File: config.mk
export PLATFORM = sky130hd
export DESIGN_NAME = instr_fetch_unit
export DESIGN_NICKNAME = d
export VERILOG_FILES = /design/src/rtl/cpu_pkg.sv /design/src/rtl/branch_cond.sv /design/src/rtl/instr_fetch_unit.sv
export SDC_FILE = /design/constraint.sdc
export NUM_CORES = 1
export LEC_CHECK = 0
export ABC_AREA = 1
export CAP_MARGIN = 20
export CORE_MARGIN = 2
export CORE_UTILIZATION = 40
export DETAILED_ROUTE_END_ITERATION = 8
export PLACE_DENSITY = 0.74
export SYNTH_ARGS = -nofsm -noshare
export SYNTH_HDL_FRONTEND = slang
export SYNTH_SLANG_ARGS = --single-unit
File: constraint.sdc
create_clock -name clk -period 5.71 [get_ports clk]
set_clock_uncertainty 0.1 [all_clocks]
set_input_delay 1.142 -clock clk [delete_from_list [all_inputs] [get_ports clk]]
set_output_delay 1.142 -clock clk [all_outputs]
set_load 0.01 [all_outputs]
File: src/rtl/cpu_pkg.sv
// Shared CPU definitions: opcodes, branch condition codes,
// flag bit positions and the fetch-unit FSM state type.
package cpu_pkg;

  localparam logic [3:0] OPC_B   = 4'b1100;
  localparam logic [3:0] OPC_BR  = 4'b1101;
  localparam logic [3:0] OPC_PCS = 4'b1110;
  localparam logic [3:0] OPC_HLT = 4'b1111;

  localparam logic [2:0] COND_NE  = 3'b000;
  localparam logic [2:0] COND_EQ  = 3'b001;
  localparam logic [2:0] COND_GT  = 3'b010;
  localparam logic [2:0] COND_LT  = 3'b011;
  localparam logic [2:0] COND_GE  = 3'b100;
  localparam logic [2:0] COND_LE  = 3'b101;
  localparam logic [2:0] COND_OV  = 3'b110;
  localparam logic [2:0] COND_UNC = 3'b111;

  localparam int FLAG_Z = 2;
  localparam int FLAG_V = 1;
  localparam int FLAG_N = 0;

  typedef enum logic [1:0] {
    S_FETCH  = 2'd0,
    S_ISSUE  = 2'd1,
    S_HALTED = 2'd2
  } ifu_state_t;

endpackage

File: src/rtl/branch_cond.sv
// Branch condition evaluator: (cond, flags{Z,V,N}) -> taken.
// Ports: cond[2:0], flags[2:0] in; taken out. Purely combinational.
module branch_cond
  import cpu_pkg::*;
(
  input  logic [2:0] cond,
  input  logic [2:0] flags,
  output logic       taken
);

  logic z, v, n;

  assign z = flags[FLAG_Z];
  assign v = flags[FLAG_V];
  assign n = flags[FLAG_N];

  always_comb begin
    taken = 1'b0;
    unique case (cond)
      COND_NE:  taken = ~z;
      COND_EQ:  taken = z;
      COND_GT:  taken = ~z & ~n;
      COND_LT:  taken = n;
      COND_GE:  taken = z | ~n;
      COND_LE:  taken = n | z;
      COND_OV:  taken = v;
      COND_UNC: taken = 1'b1;
      default:  taken = 1'b0;
    endcase
  end

endmodule

File: src/rtl/instr_fetch_unit.sv
// Instruction fetch unit: owns the PC, fetches over imem req/ack,
// issues instr/opc to decode with valid/ready, and resolves next PC.
// Ports: clk, rst (sync, active-high); imem_req/addr/ack/rdata;
// instr, opc, instr_valid, instr_ready; halt, BEn, Br, flags, br_reg;
// pc, pc_plus2, halted, fetch_err.
// Option: define IFU_TIMEOUT_EN to enable the imem_ack wait timeout.
module instr_fetch_unit
  import cpu_pkg::*;
#(
  parameter int                ADDR_W      = 16,
  parameter logic [ADDR_W-1:0] RESET_PC    = '0,
  parameter int                TIMEOUT_CYC = 255
) (
  input  logic              clk,
  input  logic              rst,
  output logic              imem_req,
  output logic [ADDR_W-1:0] imem_addr,
  input  logic              imem_ack,
  input  logic [15:0]       imem_rdata,
  output logic [15:0]       instr,
  output logic [3:0]        opc,
  output logic              instr_valid,
  input  logic              instr_ready,
  input  logic              halt,
  input  logic              BEn,
  input  logic              Br,
  input  logic [2:0]        flags,
  input  logic [ADDR_W-1:0] br_reg,
  output logic [ADDR_W-1:0] pc,
  output logic [ADDR_W-1:0] pc_plus2,
  output logic              halted,
  output logic              fetch_err
);

  if (TIMEOUT_CYC < 1 || TIMEOUT_CYC > 255) begin : g_bad_timeout
    $error("TIMEOUT_CYC must fit the 8-bit wait counter");
  end

  ifu_state_t        state_q, state_d;
  logic [ADDR_W-1:0] pc_q, pc_d;
  logic [15:0]       instr_q, instr_d;
  logic [ADDR_W-1:0] br_off;
  logic              taken;
  logic              accept;

`ifdef IFU_TIMEOUT_EN
  localparam logic [7:0] TO_LIM = 8'(TIMEOUT_CYC);
  logic [7:0] wait_q, wait_d;
  logic       err_q, err_d;
`endif

  branch_cond u_cond (
    .cond  (instr_q[11:9]),
    .flags (flags),
    .taken (taken)
  );

  // 9-bit word offset, sign-extended first, then scaled to bytes
  assign br_off = {{(ADDR_W-9){instr_q[8]}}, instr_q[8:0]} << 1;

  assign pc_plus2    = pc_q + ADDR_W'(2);
  assign pc          = pc_q;
  assign imem_addr   = pc_q;
  assign instr       = instr_q;
  assign opc         = instr_q[15:12];
  assign imem_req    = (state_q == S_FETCH) && !rst;
  assign instr_valid = (state_q == S_ISSUE);
  assign halted      = (state_q == S_HALTED);
  assign accept      = instr_valid && instr_ready;

  always_comb begin
    state_d = state_q;
    pc_d    = pc_q;
    instr_d = instr_q;
`ifdef IFU_TIMEOUT_EN
    wait_d  = wait_q;
    err_d   = err_q;
`endif
    unique case (state_q)
      S_FETCH: begin
        if (imem_ack) begin
          instr_d = imem_rdata;
          state_d = S_ISSUE;
        end
`ifdef IFU_TIMEOUT_EN
        else begin
          wait_d = wait_q + 8'd1;
          if (wait_d == TO_LIM) begin
            state_d = S_HALTED;
            err_d   = 1'b1;
          end
        end
`endif
      end
      S_ISSUE: begin
`ifdef IFU_TIMEOUT_EN
        wait_d = '0;
`endif
        if (accept) begin
          if (halt) begin
            state_d = S_HALTED;
          end else begin
            state_d = S_FETCH;
            if (Br && taken)
              pc_d = br_reg;
            else if (BEn && taken)
              pc_d = pc_plus2 + br_off;
            else
              pc_d = pc_plus2;
          end
        end
      end
      S_HALTED: state_d = S_HALTED;
      default:  state_d = S_FETCH;
    endcase
  end

  always_ff @(posedge clk) begin
    if (rst) begin
      state_q <= S_FETCH;
      pc_q    <= RESET_PC;
      instr_q <= '0;
    end else begin
      state_q <= state_d;
      pc_q    <= pc_d;
      instr_q <= instr_d;
    end
  end

`ifdef IFU_TIMEOUT_EN
  always_ff @(posedge clk) begin
    if (rst) begin
      wait_q <= '0;
      err_q  <= 1'b0;
    end else begin
      wait_q <= wait_d;
      err_q  <= err_d;
    end
  end

  assign fetch_err = err_q;
`else
  assign fetch_err = 1'b0;
`endif

endmodule

Word-level counts from Yosys, hierarchy flattened
Index checks and enable logic that the tools add are counted.

$add $sub $neg: 2. Equal/unequal tests: 11. Muxes and demuxes: 7. Bitwise gates (word level): 6. Reduce and logical (&&, ||, !) cells: 10.

Operators by type and width (number): 2-to-1 mux 16 bit (2); adder 16 bit (1); adder 16 x 2 -> 16 bit, second input constant (1); equality test 3 bit, second input constant (4); one-hot mux 1 bit (8 select lines) (1); equality test 3 x 2 -> 1 bit, second input constant (2); 2-to-1 mux 2 bit (3); one-hot mux 2 bit (3 select lines) (1); logical AND 1 bit (4); AND reduction 2 bit (2); equality test 3 x 1 -> 1 bit, second input constant (1); logical NOT 3 bit (1); NOT 1 bit (3); AND reduction 3 bit (1); equality test 2 x 1 -> 1 bit, second input constant (1); equality test 2 bit, second input constant (1); logical NOT 2 bit (1); != test 2 x 1 -> 1 bit, second input constant (1); != test 2 bit, second input constant (1); OR 1 bit (2); bitwise AND 1 bit (1); logical NOT 1 bit (1).

Register bits after elaboration: 34. Bits of input ports: 42. Output and inout bits: 72. Word-level logic and storage cells: 39.

Logic depth before layout (Yosys ltp)
Depth in word-level cells: 6. Gate-level depth with buffers: 19. Depth with buffers taken out: 19.

Modules after synthesis
A second synthesis with hierarchy kept.

Cell total of the unflattened synthesis: 472. Area total of the unflattened synthesis: 2955.3 µm².

Modules (own cells, without submodules): instr_fetch_unit (instances 1, cells each 457, area each 2884.0 µm², sequential area each 680.7 µm²); branch_cond (instances 1, cells each 15, area each 71.3 µm², sequential area each 0.0 µm²).

Worst setup path before layout
OpenSTA, ideal clock, no wires.

Path kind: input to output. Start point: in rst. End point: out imem_req. Arrival: 1629 ps. Required time: 4468 ps. Setup slack: 2839 ps. Stages on the path: 3. Path buffers: 2. Path through: buf_6 -> clkbuf_1 -> nor2_1.

Word-level cells in the longest chain between the ends: 2.

Ends and longest elaborated chain: from (decl) (RTL line instr_fetch_unit.sv:15) `input logic rst,`; logical NOT 1 bit (RTL line instr_fetch_unit.sv:66) `assign imem_req = (state_q == S_FETCH) && !rst;`; logical AND 1 bit (RTL line instr_fetch_unit.sv:66); to (decl) (RTL line instr_fetch_unit.sv:16) `output logic imem_req,`.

No other way between the ends.

Worst setup path after layout
Start point: reg pc_q[2] (netlist: imem_addr[2]). End point: out pc_plus2[11].

Word-level cells in the longest chain between the ends: 1.

Ends and longest elaborated chain: from (decl) (RTL line instr_fetch_unit.sv:40) `logic [ADDR_W-1:0] pc_q, pc_d;`; from (signal assigned) (RTL line instr_fetch_unit.sv:125) `pc_q <= pc_d;`; adder 16 x 2 -> 16 bit (RTL line instr_fetch_unit.sv:61) `assign pc_plus2 = pc_q + ADDR_W'(2);`; to (decl) (RTL line instr_fetch_unit.sv:30) `output logic [ADDR_W-1:0] pc_plus2,`.

No other way between the ends.

==> flow_summary.json <==
{
  "outcome": "finished clean",
  "diodes": 0,
  "hold_path_end": "instr[15]",
  "synth.net_count": 536,
  "min_path_cells": 2,
  "start_util_pct": 41.5,
  "fin_tns_setup_ps": 0,
  "postCtsHoldBufs": 0,
  "min_path_type": "reg -> reg",
  "drc": 0,
  "layout-drive-gt1-share_pct": 5.35,
  "grt_pass1_vias": 3094,
  "io_buffers": 112,
  "crit_path_start_kind": "flop",
  "critPathCaptureType": "output pin",
  "cts_resized": 0,
  "internal_power_mw": 0.487,
  "placed_area_mm2": 0.00399,
  "fmax_ghz": 0.266,
  "die_x_um": 90.7,
  "irDropWorstVdd_v": 0.000155,
  "clock_latency_ps": 290,
  "synth-edff-count": 0,
  "sw_frac_of_total_pct": 36.0,
  "clk_pin_slew_ps": 70,
  "avgSynthCellArea_um2": 6.33,
  "timing.critical_path.arrival_ps": 2510,
  "pwr-share-seq_pct": 37.3,
  "ys_top_cells_by_count": "nand2_1 (138), inv_1 (53), nand3_1 (41), a21oi_1 (39), nor2_1 (37)",
  "power.switching_mw": 0.274,
  "critical_path_required_ps": 4470,
  "htree_levels": 2,
  "r2r-end": "imem_addr[14]",
  "post-synth-top-count-cell": "nand2_1",
  "routed-via-count": 3258,
  "seq_area_frac_synth_pct": 22.6,
  "hold_start": "instr[15]",
  "finalCritPeriodShare_pct": 65.7,
  "holdWs_ps": 394,
  "synth_flop_cell": "dfxtp_1",
  "power_leakage_nw": 1.78,
  "synthArstFlopShare_pct": 0,
  "hold_viol_final": 0,
  "synthTopCellsByArea": "dfxtp_1 (23%), nand2_1 (17%), ha_1 (7.5%)",
  "die_height_um": 90.7,
  "io-pin-count": 114,
  "num_rows": 31,
  "postRouteAntennaNets": 0,
  "tightestPinTransition_ps": 818,
  "syn_inst": 475,
  "timing.rr.start": "imem_addr[2]",
  "grt_antenna_before_repair": 0,
  "cts.sinks": 34,
  "finalNonFillerCells": 660,
  "wl_um": 9150,
  "yosys_warnings": 0,
  "track_usage_pct": 21.6,
  "clock_tree.root_cell": "clkbuf_8",
  "grt_overflow": 0,
  "period_needed_ps": 3750,
  "cts_tree": "done",
  "synth_area_leader_cell": "dfxtp_1",
  "fin_area_mm2": 0.00408,
  "grt_pass1_wl_um": 14600,
  "dr.pass1.iters": 4,
  "netlist_area_mm2": 0.00301,
  "max_slew_margin_pct": 45.2,
  "synth_top_area_share_pct": 22.6,
  "setup_viol": 0,
  "ys_types": 37,
  "grt_max_degree": 35,
  "cap_violations": 0,
  "fillers": 725,
  "multiInputGateArea_mm2": 0.00184,
  "seqCellArea_um2": 681,
  "clkPwrFrac_pct": 24.5,
  "viasPerCell": 4.94,
  "critPathKind": "reg -> out",
  "core_area_mm2": 0.00725,
  "powerDensity_mw_per_mm2": 186,
  "rr_worst_depth": 16,
  "dp_cells": 652,
  "crit_path_max_fanout": 5,
  "fin_util_pct": 56.3,
  "cts_setup_buffers": 0,
  "rrSetupSlack_ps": 2670,
  "avgRoutedWirePerCell_um": 13.9,
  "slew_viol_final": 0,
  "rsz0062_at_grt": "false",
  "synth-seq-cells": 34,
  "place_congestion": 0.888,
  "cts_buffers": 5,
  "synthToLayoutAreaGrowth_pct": 35.7,
  "dieArea_mm2": 0.00823,
  "final_nets": 621,
  "drtIter0Drc": 122,
  "clk_path_buf_depth": 2,
  "combinationalPowerShare_pct": 38.2,
  "dp_hpwl_um": 7190
}
-- area by class of cell --
class / count / share of cell area [%]
Multi-Input combinational cell: 349 / 45.1
Timing Repair Buffer: 113 / 27.7
Sequential cell: 34 / 16.7
Inverter: 57 / 5.27
Tap cell: 99 / 3.04
Clock buffer: 7 / 2.12
Clock inverter: 1 / 0.123
-- cell usage in the layout (no fill, tap or decap), types with 3 or more instances in the layout --
| cell | Yosys | final |
|---|---|---|
| xor2_1 | 10 | 10 |
| nor2_2 | 5 | 5 |
| inv_2 | 3 | 3 |
| inv_1 | 53 | 53 |
| ha_1 | 18 | 18 |
| nor2_1 | 37 | 37 |
| o21ai_0 | 12 | 12 |
| o21a_1 | 3 | 3 |
| a21oi_1 | 39 | 39 |
| nand4_1 | 3 | 3 |
| nand2_1 | 138 | 138 |
| a211oi_1 | 4 | 4 |
| clkbuf_8 | 2 | 6 |
| nand3_1 | 41 | 41 |
| nand2_2 | 5 | 5 |
| a31oi_1 | 3 | 3 |
| clkdlybuf4s50_1 | 0 | 112 |
| o21bai_1 | 3 | 3 |
| xnor2_1 | 5 | 5 |
| dfxtp_1 | 34 | 34 |
| o211ai_1 | 6 | 6 |
-- stage by stage --
step	setup slack (ps)	power, mW
2_1_floorplan	2840	0.462
3_3_place_gp	2250	0.573
3_5_place_dp	2130	0.577
4_1_cts	1940	0.761
5_1_grt	1850	0.800
6_report	1960	0.761
-- power by group through the flow --
stage / combinational [mW] / clock [mW] / sequential [mW]
CTS: 0.290 / 0.187 / 0.284
global placement: 0.285 / 0 / 0.288
global route: 0.318 / 0.195 / 0.287
finish: 0.291 / 0.186 / 0.284
detailed placement: 0.288 / 0 / 0.288
floorplan: 0.172 / 0 / 0.291
-- layer usage --
metal / GRT usage (%) / routed length, um / part of all wire (%) / up-vias
met3: 7.18 / 747 / 8.2 / 10
met5: 0 / 0 / 0 / -
li1: - / - / - / 1675
met2: 36.4 / 4210 / 46 / 109
met1: 26.6 / 4090 / 45 / 1464
met4: 5.00 / 96 / 1.0 / 0
-- how the worst max path moves through the flow --
stage / depth (start not counted) / end / slack, ps / from
2_1_floorplan: 3 / imem_req / 2840 / rst
6_report: 6 / pc_plus2[11] / 1960 / imem_addr[2]
5_1_grt: 6 / pc_plus2[11] / 1850 / imem_addr[2]
3_5_place_dp: 7 / instr[11] / 2130 / instr_ready
3_3_place_gp: 8 / instr[11] / 2250 / instr_ready
4_1_cts: 6 / pc_plus2[11] / 1940 / imem_addr[2]
-- registers in the layout (all words and copies together), names as in the netlist --
register	flops
imem_addr	16
instr	16
state_q	2
-- cell families after synthesis --
kind of cell,count (synthesis),synth area share (%)
fa+ha+maj,19,8.16
simple gates,238,33.7
buf+inv,92,16.1
xor+xnor,16,4.91
flops,34,22.6
compound gates,75,14.4
other cells,1,0.125
-- critical path: stages, from the launching register on --
cell and delay, ps:
dfxtp_1 450, ha_1 270, inv_1 90, nor3_1 270, nand2_1 110, xnor2_1 400
clkdlybuf4s50_1 630
No activity file was read; power rests on OpenSTA's default activity.
